### src/rtl/rx_packet_sequencer.sv
// Framed RX byte sequencer: hunts 0xA5 sync, takes LEN, forwards LEN payload bytes,
// then checks an XOR checksum. Pulls bytes from a registered-output FIFO, one read in flight.
module rx_packet_sequencer #(
    parameter int MAX_LEN      = 64,
    parameter int TIMEOUT_CLKS = 50000
) (
    input  logic        i_clock,
    input  logic        i_reset,
    input  logic [31:0] i_fifo_output_byte,
    input  logic        i_fifo_is_empty_sig,
    output logic        o_read_next_byte_cmd,
    input  logic        i_sink_ready,
    output logic [7:0]  o_payload_byte,
    output logic        o_payload_valid,
    output logic        o_packet_start,
    output logic        o_packet_done,
    output logic        o_packet_ok,
    output logic [7:0]  o_length,
    output logic [7:0]  o_error_count
);

    typedef enum logic [1:0] {
        ST_IDLE    = 2'd0,
        ST_LEN     = 2'd1,
        ST_PAYLOAD = 2'd2,
        ST_CHECK   = 2'd3
    } state_t;

    localparam int              TW        = (TIMEOUT_CLKS > 1) ? $clog2(TIMEOUT_CLKS) : 1;
    localparam logic [TW-1:0]   TO_LAST   = TW'(TIMEOUT_CLKS - 1);
    localparam logic [7:0]      SYNC_BYTE = 8'hA5;
    localparam logic [7:0]      MAX_LEN_B = 8'(MAX_LEN);

    function automatic logic [7:0] sat_inc(input logic [7:0] v);
        sat_inc = (v == 8'hFF) ? v : v + 8'd1;
    endfunction

    state_t          state_r;
    state_t          state_nx_s;
    logic            cap_r;
    logic            drop_r;
    logic [7:0]      xor_r;
    logic [7:0]      rem_r;
    logic [TW-1:0]   to_cnt_r;
    logic [7:0]      byte_s;
    logic            take_s;
    logic            timeout_s;
    logic            len_bad_s;
    logic            issue_s;
    logic            unused_low_s;

    assign byte_s       = i_fifo_output_byte[31:24];
    assign unused_low_s = ^i_fifo_output_byte[23:0];
    // cap_r marks the cycle the FIFO q holds the byte requested one cycle earlier
    assign take_s       = cap_r && !drop_r;
    assign len_bad_s    = (byte_s == 8'd0) || (byte_s > MAX_LEN_B);
    assign timeout_s    = (state_r != ST_IDLE) && !take_s && (to_cnt_r == TO_LAST);

    // Next state: moves only on a captured byte or on starvation timeout
    always_comb begin
        state_nx_s = state_r;
        if (timeout_s) begin
            state_nx_s = ST_IDLE;
        end else if (take_s) begin
            case (state_r)
                ST_IDLE:    state_nx_s = (byte_s == SYNC_BYTE) ? ST_LEN : ST_IDLE;
                ST_LEN:     state_nx_s = len_bad_s ? ST_IDLE : ST_PAYLOAD;
                ST_PAYLOAD: state_nx_s = (rem_r == 8'd1) ? ST_CHECK : ST_PAYLOAD;
                ST_CHECK:   state_nx_s = ST_IDLE;
                default:    state_nx_s = ST_IDLE;
            endcase
        end else begin
            state_nx_s = state_r;
        end
    end

    // A new read may go out on the same edge the previous byte lands, giving 2 clocks/byte
    assign issue_s = !o_read_next_byte_cmd && !i_fifo_is_empty_sig && !timeout_s &&
                     ((state_nx_s != ST_PAYLOAD) || i_sink_ready);

    // Sequencer state, read handshake, checksum, timeout and all registered outputs
    always_ff @(posedge i_clock or posedge i_reset) begin
        if (i_reset) begin
            state_r              <= ST_IDLE;
            cap_r                <= 1'b0;
            drop_r               <= 1'b0;
            xor_r                <= 8'd0;
            rem_r                <= 8'd0;
            to_cnt_r             <= '0;
            o_read_next_byte_cmd <= 1'b0;
            o_payload_byte       <= 8'd0;
            o_payload_valid      <= 1'b0;
            o_packet_start       <= 1'b0;
            o_packet_done        <= 1'b0;
            o_packet_ok          <= 1'b0;
            o_length             <= 8'd0;
            o_error_count        <= 8'd0;
        end else begin
            state_r              <= state_nx_s;
            o_read_next_byte_cmd <= issue_s;
            cap_r                <= o_read_next_byte_cmd;
            o_payload_valid      <= 1'b0;
            o_packet_start       <= 1'b0;
            o_packet_done        <= 1'b0;
            o_packet_ok          <= 1'b0;

            if ((state_nx_s == ST_IDLE) || take_s) begin
                to_cnt_r <= '0;
            end else begin
                to_cnt_r <= to_cnt_r + TW'(1);
            end

            // A read still in flight at timeout belongs to the abandoned packet
            if (timeout_s) begin
                drop_r <= o_read_next_byte_cmd;
            end else if (cap_r) begin
                drop_r <= 1'b0;
            end

            if (timeout_s) begin
                o_packet_done <= (state_r != ST_LEN);
                o_error_count <= sat_inc(o_error_count);
            end else if (take_s) begin
                case (state_r)
                    ST_LEN: begin
                        if (len_bad_s) begin
                            o_error_count <= sat_inc(o_error_count);
                        end else begin
                            o_length       <= byte_s;
                            xor_r          <= byte_s;
                            rem_r          <= byte_s;
                            o_packet_start <= 1'b1;
                        end
                    end
                    ST_PAYLOAD: begin
                        o_payload_byte  <= byte_s;
                        o_payload_valid <= 1'b1;
                        xor_r           <= xor_r ^ byte_s;
                        rem_r           <= rem_r - 8'd1;
                    end
                    ST_CHECK: begin
                        o_packet_done <= 1'b1;
                        o_packet_ok   <= (byte_s == xor_r);
                        if (byte_s != xor_r) begin
                            o_error_count <= sat_inc(o_error_count);
                        end
                    end
                    default: begin
                        xor_r <= xor_r;
                    end
                endcase
            end
        end
    end

endmodule

### config.mk
export PLATFORM = sky130hd
export DESIGN_NAME = rx_packet_sequencer
export DESIGN_NICKNAME = d
export VERILOG_FILES = /design/src/rtl/rx_packet_sequencer.sv
export SDC_FILE = /design/constraint.sdc
export NUM_CORES = 1
export LEC_CHECK = 0
export CAP_MARGIN = 40
export CORE_ASPECT_RATIO = 1.25
export CORE_MARGIN = 2
export CORE_UTILIZATION = 68
export CTS_CLUSTER_DIAMETER = 100
export DETAILED_ROUTE_END_ITERATION = 8
export DONT_BUFFER_PORTS = 1
export HOLD_SLACK_MARGIN = 0.05
export PLACE_DENSITY = 0.84
export RECOVER_POWER = 50
export SLEW_MARGIN = 20
export SYNTH_ARGS = -nofsm -noshare
export SYNTH_HDL_FRONTEND = slang
export SYNTH_SLANG_ARGS = --single-unit
### constraint.sdc
create_clock -name i_clock -period 4.3 [get_ports i_clock]
set_input_delay 0.43 -clock i_clock [delete_from_list [all_inputs] [get_ports i_clock]]
set_output_delay 0.43 -clock i_clock [all_outputs]
set_load 0.005 [all_outputs]
Yosys cells after proc, flatten, opt, wreduce, memory -nomap -nowiden
Index checks and enable logic that the tools add are counted.
Word-level totals
  logic and storage cells: 92
  output and inout port bits: 29
  flip-flop bits (word level): 65
Operators by class
  muxes and demuxes: 31
  reductions and logical operators: 26
  magnitude comparators: 1
  bitwise operators: 3
  add/sub/neg operators: 3
  eq/ne operators: 14
Operators by type and width (number)
  two-way mux 8 bit: 6
  case mux 8 bit (2 select lines): 3
  two-way mux 1 bit: 17
  adder 16 x 1 -> 16 bit, second input constant: 1
  == test 16 bit, second input constant: 1
  == test 8 bit, second input constant: 2
  two-way mux 16 bit: 1
  AND reduction 4 bit: 3
  adder 8 x 1 -> 8 bit, second input constant: 1
  == test 8 x 1 -> 1 bit, second input constant: 1
  == test 8 bit: 1
  greater-than comparator 8 x 7 -> 1 bit, second input constant: 1
  logical NOT 8 bit: 1
  != test 8 bit: 1
  case mux 2 bit (4 select lines): 1
  nonzero test 2 bit: 4
  subtractor 8 x 1 -> 8 bit, second input constant: 1
  bitwise XOR 8 bit: 1
  logical AND 1 bit: 6
  two-way mux 2 bit: 3
  != test 3 bit, second input constant: 2
  logical NOT 1 bit: 5
  == test 2 bit, second input constant: 2
  logical NOT 2 bit: 2
  other kinds (7): 11

Logic depth before layout (Yosys ltp)
Gate-level depths: netlist of run 1.
  word-level depth: 9
  depth in mapped cells: 8
  depth with buffers taken out: 7

Least setup slack after synthesis of run 1
No wires, ideal clock.
  path type: input-to-reg
  start: input i_fifo_output_byte[24]
  end: register o_error_count[1]
  path slack: 2.007 ns
  stages on the path: 7
  buffers on the path: 1
  arrival: 2.168 ns
  data required time: 4.175 ns
  cell sequence: buf_2 -> or3_1 -> or3_1 -> and2_4 -> a31oi_4 -> or2_4 -> mux2_4
Between the ends
  longest elaborated chain between the ends: 4
Ends and longest elaborated chain
  start, declared: line 9  | input logic [31:0] i_fifo_output_byte,
  greater-than comparator 8 x 7 -> 1 bit / logical NOT 8 bit (equally long branches): line 56  | assign len_bad_s = (byte_s == 8'd0) || (byte_s > MAX_LEN_B);
  logical OR 1 bit: line 56
  != test 3 bit (no source line)
  AND reduction 4 bit (no source line) *
  end signal, assigned: line 122  | o_error_count <= sat_inc(o_error_count);
  end signal, assigned: line 127  | o_error_count <= sat_inc(o_error_count);
  end signal, assigned: line 145  | o_error_count <= sat_inc(o_error_count);
  end, declared: line 19  | output logic [7:0] o_error_count
Every way passes the cells marked *; elsewhere a longest branch is shown, timed or not.
A chain may end at the register's enable or synchronous reset.

Final worst setup path of run 1
  start: register to_cnt_r[13]
  end: register o_error_count[1]
Between the ends
  longest elaborated chain between the ends: 4
Ends and longest elaborated chain
  start, declared: line 44  | logic [TW-1:0] to_cnt_r;
  start signal, assigned: line 110  | to_cnt_r <= to_cnt_r + TW'(1);
  == test 16 bit *: line 57  | assign timeout_s = (state_r != ST_IDLE) && !take_s && (to_cnt_r == TO_LAST);
  logical AND 1 bit *: line 57
  != test 3 bit (no source line) (tied with other cells)
  AND reduction 4 bit (no source line)
Marks and branches as above.

==> results.py, run 1 <==
metrics = {
    "cts": {
        "clock_latency_ns": 0.34,
        "post_cts_buffers": 0,
        "cts.sinks": 65,
        "clockBufferDepth": 2,
        "clkTransAtPathRegs_ns": 0.08,
        "htreeDepth": 3,
        "cts_tree": "built",
        "ctsResizeCount": 0,
        "numCtsBuffers": 9,
        "cts_root_buf": "clkbuf_8",
    },
    "finish": {
        "nFillCells": 283,
        "final_cell_mix": "dfrtp_1 (65), nor2_1 (36), nand2_1 (27)",
        "mostFrequentLayoutCell": "dfrtp_1",
        "final_nets": 355,
        "drive_above_1_share_pct": 13.4,
        "seq_area_um2": 1630,
        "antennaDiodeCount": 0,
        "syn_to_final_growth_pct": 9.05,
        "multiInputGateArea_um2": 1440,
    },
    "placement": {
        "place.gp.congestion": 0.839,
        "hpwlAfterDp_um": 4250,
        "portBuffers": 0,
    },
    "setup_path": {
        "worstPathCellList": "or4b_4 -> nor4_4 -> and4_4 -> a31oi_4 -> or2_4 -> mux2_4",
        "reg2reg_depth": 6,
        "path_delay_family": "simple AND/OR/NAND/NOR gates",
        "cp-end-kind": "flip-flop",
        "cp.buffers_inverters": 0,
        "startpoint_type": "flip-flop",
        "cp_slowest_cell": "or4b_4",
        "critPathMaxFanout": 8,
        "rrSetupSlack_ns": 2.03,
        "reg2reg_from": "to_cnt_r[13]$_DFF_PP0_",
        "cp.arrival_ns": 2.50,
        "max_stage_delay_ns": 0.56,
        "path_class": "reg2reg",
        "reg2reg_to": "o_error_count[1]$_DFFE_PP0P_",
        "cp.required_ns": 4.53,
    },
    "timing": {
        "holdWs_ns": 0.228,
        "slew_violations": 0,
        "final-hold-violation-count": 0,
        "period_needed_ns": 2.27,
        "fmax_mhz": 440,
        "fin_worst_skew_ns": 0.0141,
        "rsz0062_at_grt": "false",
        "maxSlewHeadroom_pct": 43.8,
        "period_share_pct": 52.8,
        "fin_tns_setup_ns": 0,
        "worstMarginPinSlew_ns": 0.843,
        "setup_viol": 0,
    },
    "power_and_ir_drop": {
        "p_leak_uw": 0.00147,
        "power.density_nw_per_um2": 562,
        "ir_worst_vdd_uv": 401,
    },
    "global_routing": {
        "grt_pass1_vias": 2390,
        "grt_max_degree": 66,
        "grt_pass1_wl_um": 10700,
        "grt_use_met1_pct": 33.2,
        "antenna_found_initial": 0,
        "overflow": 0,
        "met2_usage_pct": 43.6,
        "top_usage_layer": "met2",
        "grt.total_usage_pct": 27.2,
        "use_met3_pct": 8.96,
    },
    "yosys": {
        "synth_cell_types": 43,
        "synth_edf_count": 0,
        "ys_ff_latch": 65,
        "syn_nets": 353,
        "ys.flop_type": "dfrtp_1",
        "synth_cells": 313,
        "syn_avg_cell_area_um2": 10.1,
        "async_flop_share_pct": 100,
        "syn_area_um2": 3150,
        "synth_seq_area_share_pct": 51.6,
        "synth_warnings": 0,
    },
    "drt": {
        "wl_per_cell_um": 16.7,
        "vias": 2286,
        "ant_nets": 0,
        "firstDrtPassIters": 4,
        "via_per_inst": 6.05,
        "drt_iter0_markers": 148,
        "drc": 0,
        "wirelength_um": 6310,
    },
    "worst_hold_path": {
        "worstHoldEndpoint": "o_payload_byte[7]$_DFFE_PP0P_",
        "holdPathStages": 2,
        "min_from": "i_fifo_output_byte[31]",
        "min_path_type": "in2reg",
    },
    "floorplanning": {
        "dieArea_um2": 5200,
        "die_h_um": 80.1,
        "die_w_um": 64.9,
        "io_pins": 65,
        "start_util_pct": 71.2,
        "row_count": 27,
        "core_area_um2": 4430,
    },
    "job": {
        "cap_violations": 0,
    },
    "run_status": {
        "outcome": "finished, final reports clean",
    },
}
## metal layers
layer | wire [µm] | vias to the layer above
li1 | - | 1086
met1 | 2600 | 1126
met2 | 3330 | 62
met3 | 264 | 12
met4 | 118 | 0
met5 | 0 | -
## synth_stat cells, drive strengths merged, types with 6 or more instances
library cell  count  area [µm²]
nor2             36         135
and3              9        57.6
nand3            14        70.1
nand2            27         101
o211ai            6        45.0
clkbuf           11        41.3
dfrtp            65        1630
nor3             13        65.1
or3               6        37.5
xor2             20         175
xnor2             7        61.3
a21oi            15        75.1
o21ai            19        95.1
mux2             15         173
## layout make-up
type | count | share of cell area [%]
flip-flops and latches | 65 | 47.3
inverters | 5 | 0.546
clock inverters | 6 | 2.40
multi-input cells | 227 | 41.9
well taps | 58 | 2.11
clock buffers | 10 | 3.71
repair buffers | 7 | 1.97
## registers in the layout, indices dropped and copies added, names as in the netlist, 2 cells and up
register / cells
to_cnt_r: 16
o_error_count: 8
o_length: 8
o_payload_byte: 8
rem_r: 8
xor_r: 8
state_r: 2
## worst max path at each step
stage                           startpoint                           end  slack [ns]  cells after the start
finish              to_cnt_r[13]$_DFF_PP0_  o_error_count[1]$_DFFE_PP0P_        2.03                      6
global route            drop_r$_DFFE_PP0P_          xor_r[7]$_DFFE_PP0P_        1.85                      7
CTS                 to_cnt_r[13]$_DFF_PP0_  o_error_count[1]$_DFFE_PP0P_        2.03                      6
detailed placement  i_fifo_output_byte[25]          rem_r[3]$_DFFE_PP0P_        1.87                      6
global placement    i_fifo_output_byte[25]          xor_r[4]$_DFFE_PP0P_        1.92                      6
floorplan           i_fifo_output_byte[24]  o_error_count[1]$_DFFE_PP0P_        2.01                      7
## repair_timing
item / in CTS / in global routing
setup endpoints to repair: 0 / 0
hold buffers: 0 / 1
hold endpoints to repair: 0 / 3
## power breakdown
part / total, µW / internal (µW) / switching (µW)
logic: 428 / 201 / 227
registers: 958 / 783 / 175
clock network: 546 / 323 / 223
## worst reg2reg max path, delay by kind of cell (launching register included)
kind	cells	cell delay, ns
AND/OR/NAND/NOR	4	1.41
multiplexers	1	0.30
AO/OA/AOI/OAI	1	0.07
flip-flops	1	0.40
## metrics by stage
| stage | std cells | cell area (µm²) | worst slack (ns) | util [%] | total power (µW) |
|---|---|---|---|---|---|
| 4_1_cts | 376 | 3410 | 2.03 | 77.0 | 1940 |
| 3_5_place_dp | 360 | 3200 | 1.87 | 72.2 | 1390 |
| 6_report | 378 | 3440 | 2.03 | 77.6 | 1930 |
| 5_1_grt | 378 | 3440 | 1.85 | 77.6 | 2050 |
| 2_1_floorplan | 313 | 3150 | 2.01 | - | 1270 |
| 3_3_place_gp | 359 | 3190 | 1.92 | 72.0 | 1350 |
## cells by family after synthesis
kind of cell	synth area share (%)
AO/OA/AOI/OAI	10.3
adder cells (fa/ha/maj)	1.59
multiplexers	5.48
flip-flops	51.6
AND/OR/NAND/NOR	20.8
buffers and inverters	2.66
XOR/XNOR	7.51
Note: power is estimated with default switching activity, not from simulation.
==> run 2: changes to the inputs <==
--- a/config.mk
+++ b/config.mk
@@ -8,12 +8,12 @@
 export CAP_MARGIN = 40
 export CORE_ASPECT_RATIO = 1.25
 export CORE_MARGIN = 2
-export CORE_UTILIZATION = 68
+export CORE_UTILIZATION = 57
 export CTS_CLUSTER_DIAMETER = 100
 export DETAILED_ROUTE_END_ITERATION = 8
 export DONT_BUFFER_PORTS = 1
 export HOLD_SLACK_MARGIN = 0.05
-export PLACE_DENSITY = 0.84
+export PLACE_DENSITY = 0.75
 export RECOVER_POWER = 50
 export SLEW_MARGIN = 20
 export SYNTH_ARGS = -nofsm -noshare
==> constraint.sdc (replaced) <==
create_clock -name i_clock -period 2 [get_ports i_clock]
set_input_delay 0.2 -clock i_clock [delete_from_list [all_inputs] [get_ports i_clock]]
set_output_delay 0.2 -clock i_clock [all_outputs]
set_load 0.005 [all_outputs]
==> results.py, run 2 (same netlist as run 1, synthesis figures left out) <==
metrics = {
    "run_status": {
        "outcome": "finished, violations left",
        "violations": "setup timing",
    },
    "cts": {
        "clockBufferDepth": 2,
        "clkTransAtPathRegs_ns": 0.07,
        "clock_latency_ns": 0.34,
        "cts_tree": "built",
        "htreeDepth": 3,
        "cts.sinks": 65,
        "numCtsBuffers": 9,
        "cts_root_buf": "clkbuf_8",
    },
    "drt": {
        "wirelength_um": 6950,
        "wl_per_cell_um": 16.9,
        "drt_iter0_markers": 158,
        "firstDrtPassIters": 4,
        "drc": 0,
        "vias": 2392,
        "via_per_inst": 5.82,
        "ant_nets": 0,
    },
    "setup_path": {
        "rrSetupSlack_ns": -0.1,
        "cp.buffers_inverters": 0,
        "path_delay_family": "simple AND/OR/NAND/NOR gates",
        "cp.required_ns": 2.23,
        "cp-end-kind": "flip-flop",
        "cp_slowest_cell": "or4b_4",
        "worstPathCellList": "or4b_4 -> nor4_4 -> and4_4 -> a31oi_4 -> or2_4 -> mux2_4",
        "cp.arrival_ns": 2.33,
        "critPathMaxFanout": 2,
        "startpoint_type": "flip-flop",
        "max_stage_delay_ns": 0.55,
        "path_class": "reg2reg",
    },
    "timing": {
        "setup_viol": 4,
        "maxSlewHeadroom_pct": 30.8,
        "final-hold-violation-count": 0,
        "slew_violations": 0,
        "fin_worst_skew_ns": 0.00490,
        "setup_slack_ns": -0.0958,
        "period_share_pct": 105,
        "rsz0062_at_grt": "true",
        "fmax_mhz": 477,
        "period_needed_ns": 2.10,
        "worstMarginPinSlew_ns": 1.04,
    },
    "floorplanning": {
        "start_util_pct": 58.7,
        "row_count": 30,
        "core_area_um2": 5370,
        "io_pins": 65,
        "die_h_um": 87.1,
        "die_w_um": 70.5,
        "dieArea_um2": 6140,
    },
    "finish": {
        "final_nets": 382,
        "nFillCells": 403,
        "syn_to_final_growth_pct": 17.9,
        "largest_reg_flops": 16,
        "regMostFlops": "to_cnt_r",
        "antennaDiodeCount": 0,
        "fin_util_pct": 69.2,
        "final_cell_mix": "dfrtp_1 (64), nor2_1 (35), nand2_1 (27)",
        "drive_above_1_share_pct": 22.5,
        "mostFrequentLayoutCell": "dfrtp_1",
    },
    "power_and_ir_drop": {
        "ir_worst_vdd_uv": 777,
        "p_leak_uw": 0.00159,
        "power.density_nw_per_um2": 1110,
    },
    "job": {
        "cap_violations": 0,
    },
    "global_routing": {
        "grt.total_usage_pct": 24.8,
        "overflow": 0,
        "grt_pass1_vias": 2465,
        "antenna_found_initial": 0,
        "grt_max_degree": 29,
        "grt_pass1_wl_um": 11700,
    },
    "worst_hold_path": {
        "min_path_type": "in2reg",
    },
    "placement": {
        "place_ws_ns": -0.127,
        "hpwlAfterDp_um": 4550,
        "place.gp.congestion": 0.802,
        "portBuffers": 0,
    },
}
run 2: cell types whose count changed in the layout (fill, tap and decap cells not counted), sizes merged:
cell         before  now
buf               4   22
inv               4    6
bufinv            2    0
clkinv            4    2
clkinvlp          1    3
dlygate4sd3       1   10
run 2: through the flow:
step	TNS, ns	hold slack, ns	area, µm²	power [µW]	std cells
4_1_cts	-0.216	0.0549	3660	4120	408
2_1_floorplan	-0.0678	0.318	3150	2740	313
5_1_grt	-1.97	0.0798	3710	4380	411
3_3_place_gp	-1.78	0.169	3310	2990	380
3_5_place_dp	-0.581	0.167	3320	3060	381
6_report	-0.210	0.0806	3710	4120	411
run 2: power by group:
part           total [µW]  switching (µW)  leakage [µW]  internal (µW)
registers            2050             361      0.000819           1690
clock network        1010             526     0.0000847            482
logic                1070             550      0.000688            518
run 2: path summary, 6_finish.rpt:
check	from	endpoint	cells after the start
setup / recovery	to_cnt_r[13]$_DFF_PP0_	o_error_count[1]$_DFFE_PP0P_	6
hold / removal	i_sink_ready	o_read_next_byte_cmd$_DFF_PP0_	2
setup reg to reg	to_cnt_r[13]$_DFF_PP0_	o_error_count[1]$_DFFE_PP0P_	6
hold reg to reg	to_cnt_r[0]$_DFF_PP0_	to_cnt_r[0]$_DFF_PP0_	1
max in group asynchronous	i_reset	state_r[1]$_DFF_PP0_	3
min in group asynchronous	i_reset	o_payload_byte[4]$_DFFE_PP0P_	2
run 2: worst reg2reg max path, delay by kind of cell (launching register included):
| kind | cells | cell delay [ns] |
|---|---|---|
| AND/OR/NAND/NOR | 4 | 1.27 |
| flip-flops | 1 | 0.38 |
| multiplexers | 1 | 0.29 |
| AO/OA/AOI/OAI | 1 | 0.04 |
run 2: what timing repair did:
item                                   4_1_cts  5_1_grt
setup endpoints to repair                    8       21
pin swaps                                    9        5
endpoints found under the hold margin       54        0
resized for setup                           12       13
buffers inserted                             1        3
hold buffers                                10        0
run 2: metal layers:
layer  vias up  share of wire (%)  global-route usage [%]
li1       1144                  -                       -
met1      1175                 41                    31.4
met2        60                 52                    39.9
met3        13                4.0                    4.98
met4         0                2.6                    14.3
met5         -                  0                       0
run 2: final cells by class:
cell class	instances	area, µm²	area share (%)
Clock buffer	10	138	3.71
Clock inverter	6	41.3	1.11
Inverter	5	18.8	0.505
Multi-Input combinational cell	227	1530	41.1
Sequential cell	65	1630	43.8
Tap cell	64	80.1	2.16
Timing Repair Buffer	34	283	7.61
==> run 3: changes to the inputs <==
==> constraint.sdc (replaced) <==
create_clock -name i_clock -period 2 [get_ports i_clock]
set_input_delay 0.2 -clock i_clock [delete_from_list [all_inputs] [get_ports i_clock]]
set_output_delay 0.2 -clock i_clock [all_outputs]
set_load 0.01 [all_outputs]
==> results.py, run 3 (same netlist as run 1, synthesis figures left out) <==
metrics = {
    "run_status": {
        "outcome": "finished, violations left",
        "violations": "setup timing",
    },
    "timing": {
        "worstMarginPinSlew_ns": 0.998,
        "fin_worst_skew_ns": 0.00691,
        "fmax_mhz": 485,
        "fin_tns_setup_ns": -0.113,
        "setup_viol": 4,
        "final-hold-violation-count": 0,
        "period_share_pct": 103,
        "period_needed_ns": 2.06,
        "slew_violations": 0,
        "maxSlewHeadroom_pct": 33.4,
        "rsz0062_at_grt": "true",
        "setup_slack_ns": -0.0628,
    },
    "floorplanning": {
        "core_area_um2": 5370,
        "start_util_pct": 58.7,
        "io_pins": 65,
        "die_w_um": 70.5,
        "die_h_um": 87.1,
        "dieArea_um2": 6140,
        "row_count": 30,
    },
    "drt": {
        "wirelength_um": 6710,
        "via_per_inst": 5.83,
        "drt_iter0_markers": 130,
        "vias": 2400,
        "ant_nets": 0,
        "wl_per_cell_um": 16.3,
        "drc": 0,
        "firstDrtPassIters": 4,
    },
    "global_routing": {
        "grt_max_degree": 29,
        "grt.total_usage_pct": 23.3,
        "antenna_found_initial": 0,
        "overflow": 0,
        "grt_pass1_vias": 2473,
        "grt_pass1_wl_um": 11100,
    },
    "cts": {
        "clkTransAtPathRegs_ns": 0.08,
        "clock_latency_ns": 0.34,
        "cts.sinks": 65,
        "htreeDepth": 3,
        "clockBufferDepth": 2,
        "numCtsBuffers": 9,
        "cts_root_buf": "clkbuf_8",
        "cts_tree": "built",
    },
    "finish": {
        "multiInputGateArea_um2": 1490,
        "mostFrequentLayoutCell": "dfrtp_1",
        "final_nets": 383,
        "drive_above_1_share_pct": 20.4,
        "nFillCells": 384,
        "syn_to_final_growth_pct": 18.9,
        "finalNonFillerCells": 412,
        "antennaDiodeCount": 0,
        "largest_reg_flops": 16,
        "seq_area_um2": 1630,
        "final_cell_mix": "dfrtp_1 (65), nor2_1 (36), nand2_1 (27)",
        "regMostFlops": "to_cnt_r",
        "design_area_um2": 3750,
    },
    "power_and_ir_drop": {
        "power.density_nw_per_um2": 1220,
        "finalPower_uw": 4570,
        "p_leak_uw": 0.00163,
        "ir_worst_vdd_uv": 844,
    },
    "setup_path": {
        "cp-end-kind": "flip-flop",
        "cp.depth": 6,
        "cp.arrival_ns": 2.29,
        "rrSetupSlack_ns": -0.06,
        "cp.required_ns": 2.23,
        "path_delay_family": "simple AND/OR/NAND/NOR gates",
        "path_class": "reg2reg",
        "cp.buffers_inverters": 0,
        "max_stage_delay_ns": 0.55,
        "worstPathCellList": "or4b_4 -> nor4_4 -> and4_4 -> a31oi_4 -> or2_4 -> mux2_4",
        "cp_slowest_cell": "or4b_4",
        "reg2reg_to": "o_error_count[1]$_DFFE_PP0P_",
        "critPathMaxFanout": 3,
        "startpoint_type": "flip-flop",
        "reg2reg_depth": 6,
        "reg2reg_from": "to_cnt_r[13]$_DFF_PP0_",
    },
    "placement": {
        "dpl_cell_area_um2": 3330,
        "place_ws_ns": -0.0750,
        "place.gp.congestion": 0.810,
        "hpwlAfterDp_um": 4380,
        "portBuffers": 0,
        "dp_cells": 383,
    },
    "worst_hold_path": {
        "min_path_type": "in2reg",
        "min_from": "i_fifo_output_byte[25]",
        "holdPathStages": 2,
        "worstHoldEndpoint": "rem_r[1]$_DFFE_PP0P_",
    },
    "job": {
        "cap_violations": 0,
    },
}
## run 3: cell count changes in the layout (fill, tap and decap cells not counted), sizes merged
cell / delta
bufinv: +3
clkinvlp: -3
inv: +1
## run 3: metrics by stage
stage	hold WS, ns	util, %
after floorplan	0.318	-
after global placement	0.169	61.9
after detailed placement	0.163	62.1
after CTS	0.0538	69.3
after global routing	0.0707	69.8
final	0.0574	69.8
## run 3: worst max-delay path by stage
| stage | slack, ns | end | startpoint |
|---|---|---|---|
| floorplan | -0.07 | o_error_count[1]$_DFFE_PP0P_ | to_cnt_r[11]$_DFF_PP0_ |
| global placement | -0.16 | rem_r[4]$_DFFE_PP0P_ | i_fifo_output_byte[25] |
| detailed placement | -0.08 | o_error_count[2]$_DFFE_PP0P_ | to_cnt_r[13]$_DFF_PP0_ |
| CTS | -0.08 | o_error_count[1]$_DFFE_PP0P_ | to_cnt_r[13]$_DFF_PP0_ |
| global route | -0.11 | o_error_count[1]$_DFFE_PP0P_ | to_cnt_r[13]$_DFF_PP0_ |
| finish | -0.06 | o_error_count[1]$_DFFE_PP0P_ | to_cnt_r[13]$_DFF_PP0_ |
## run 3: cell type report
cell class | instances | area share (%)
clock buffers | 9 | 3.31
multi-input cells | 227 | 39.8
clock inverters | 7 | 3.34
repair buffers | 35 | 7.45
flip-flops and latches | 65 | 43.4
inverters | 5 | 0.501
well taps | 64 | 2.14
## run 3: what timing repair did
item	in CTS	in global routing
endpoints found under the hold margin	51	0
endpoints found under the setup margin	7	9
gates resized for setup	6	5
pin swaps	3	3
hold buffers	10	0
buffers inserted	1	2
## run 3: where the power goes
part / internal (µW) / switching, µW
sequential: 1680 / 420
combinational: 528 / 566
clock: 840 / 532
## run 3: metal layers
metal	part of all wire (%)	global-route usage (%)	wire, µm
met5	0	0	0
met4	1.1	12.2	77
met3	4.2	4.75	283
met2	52	38.5	3500
met1	42	28.8	2850
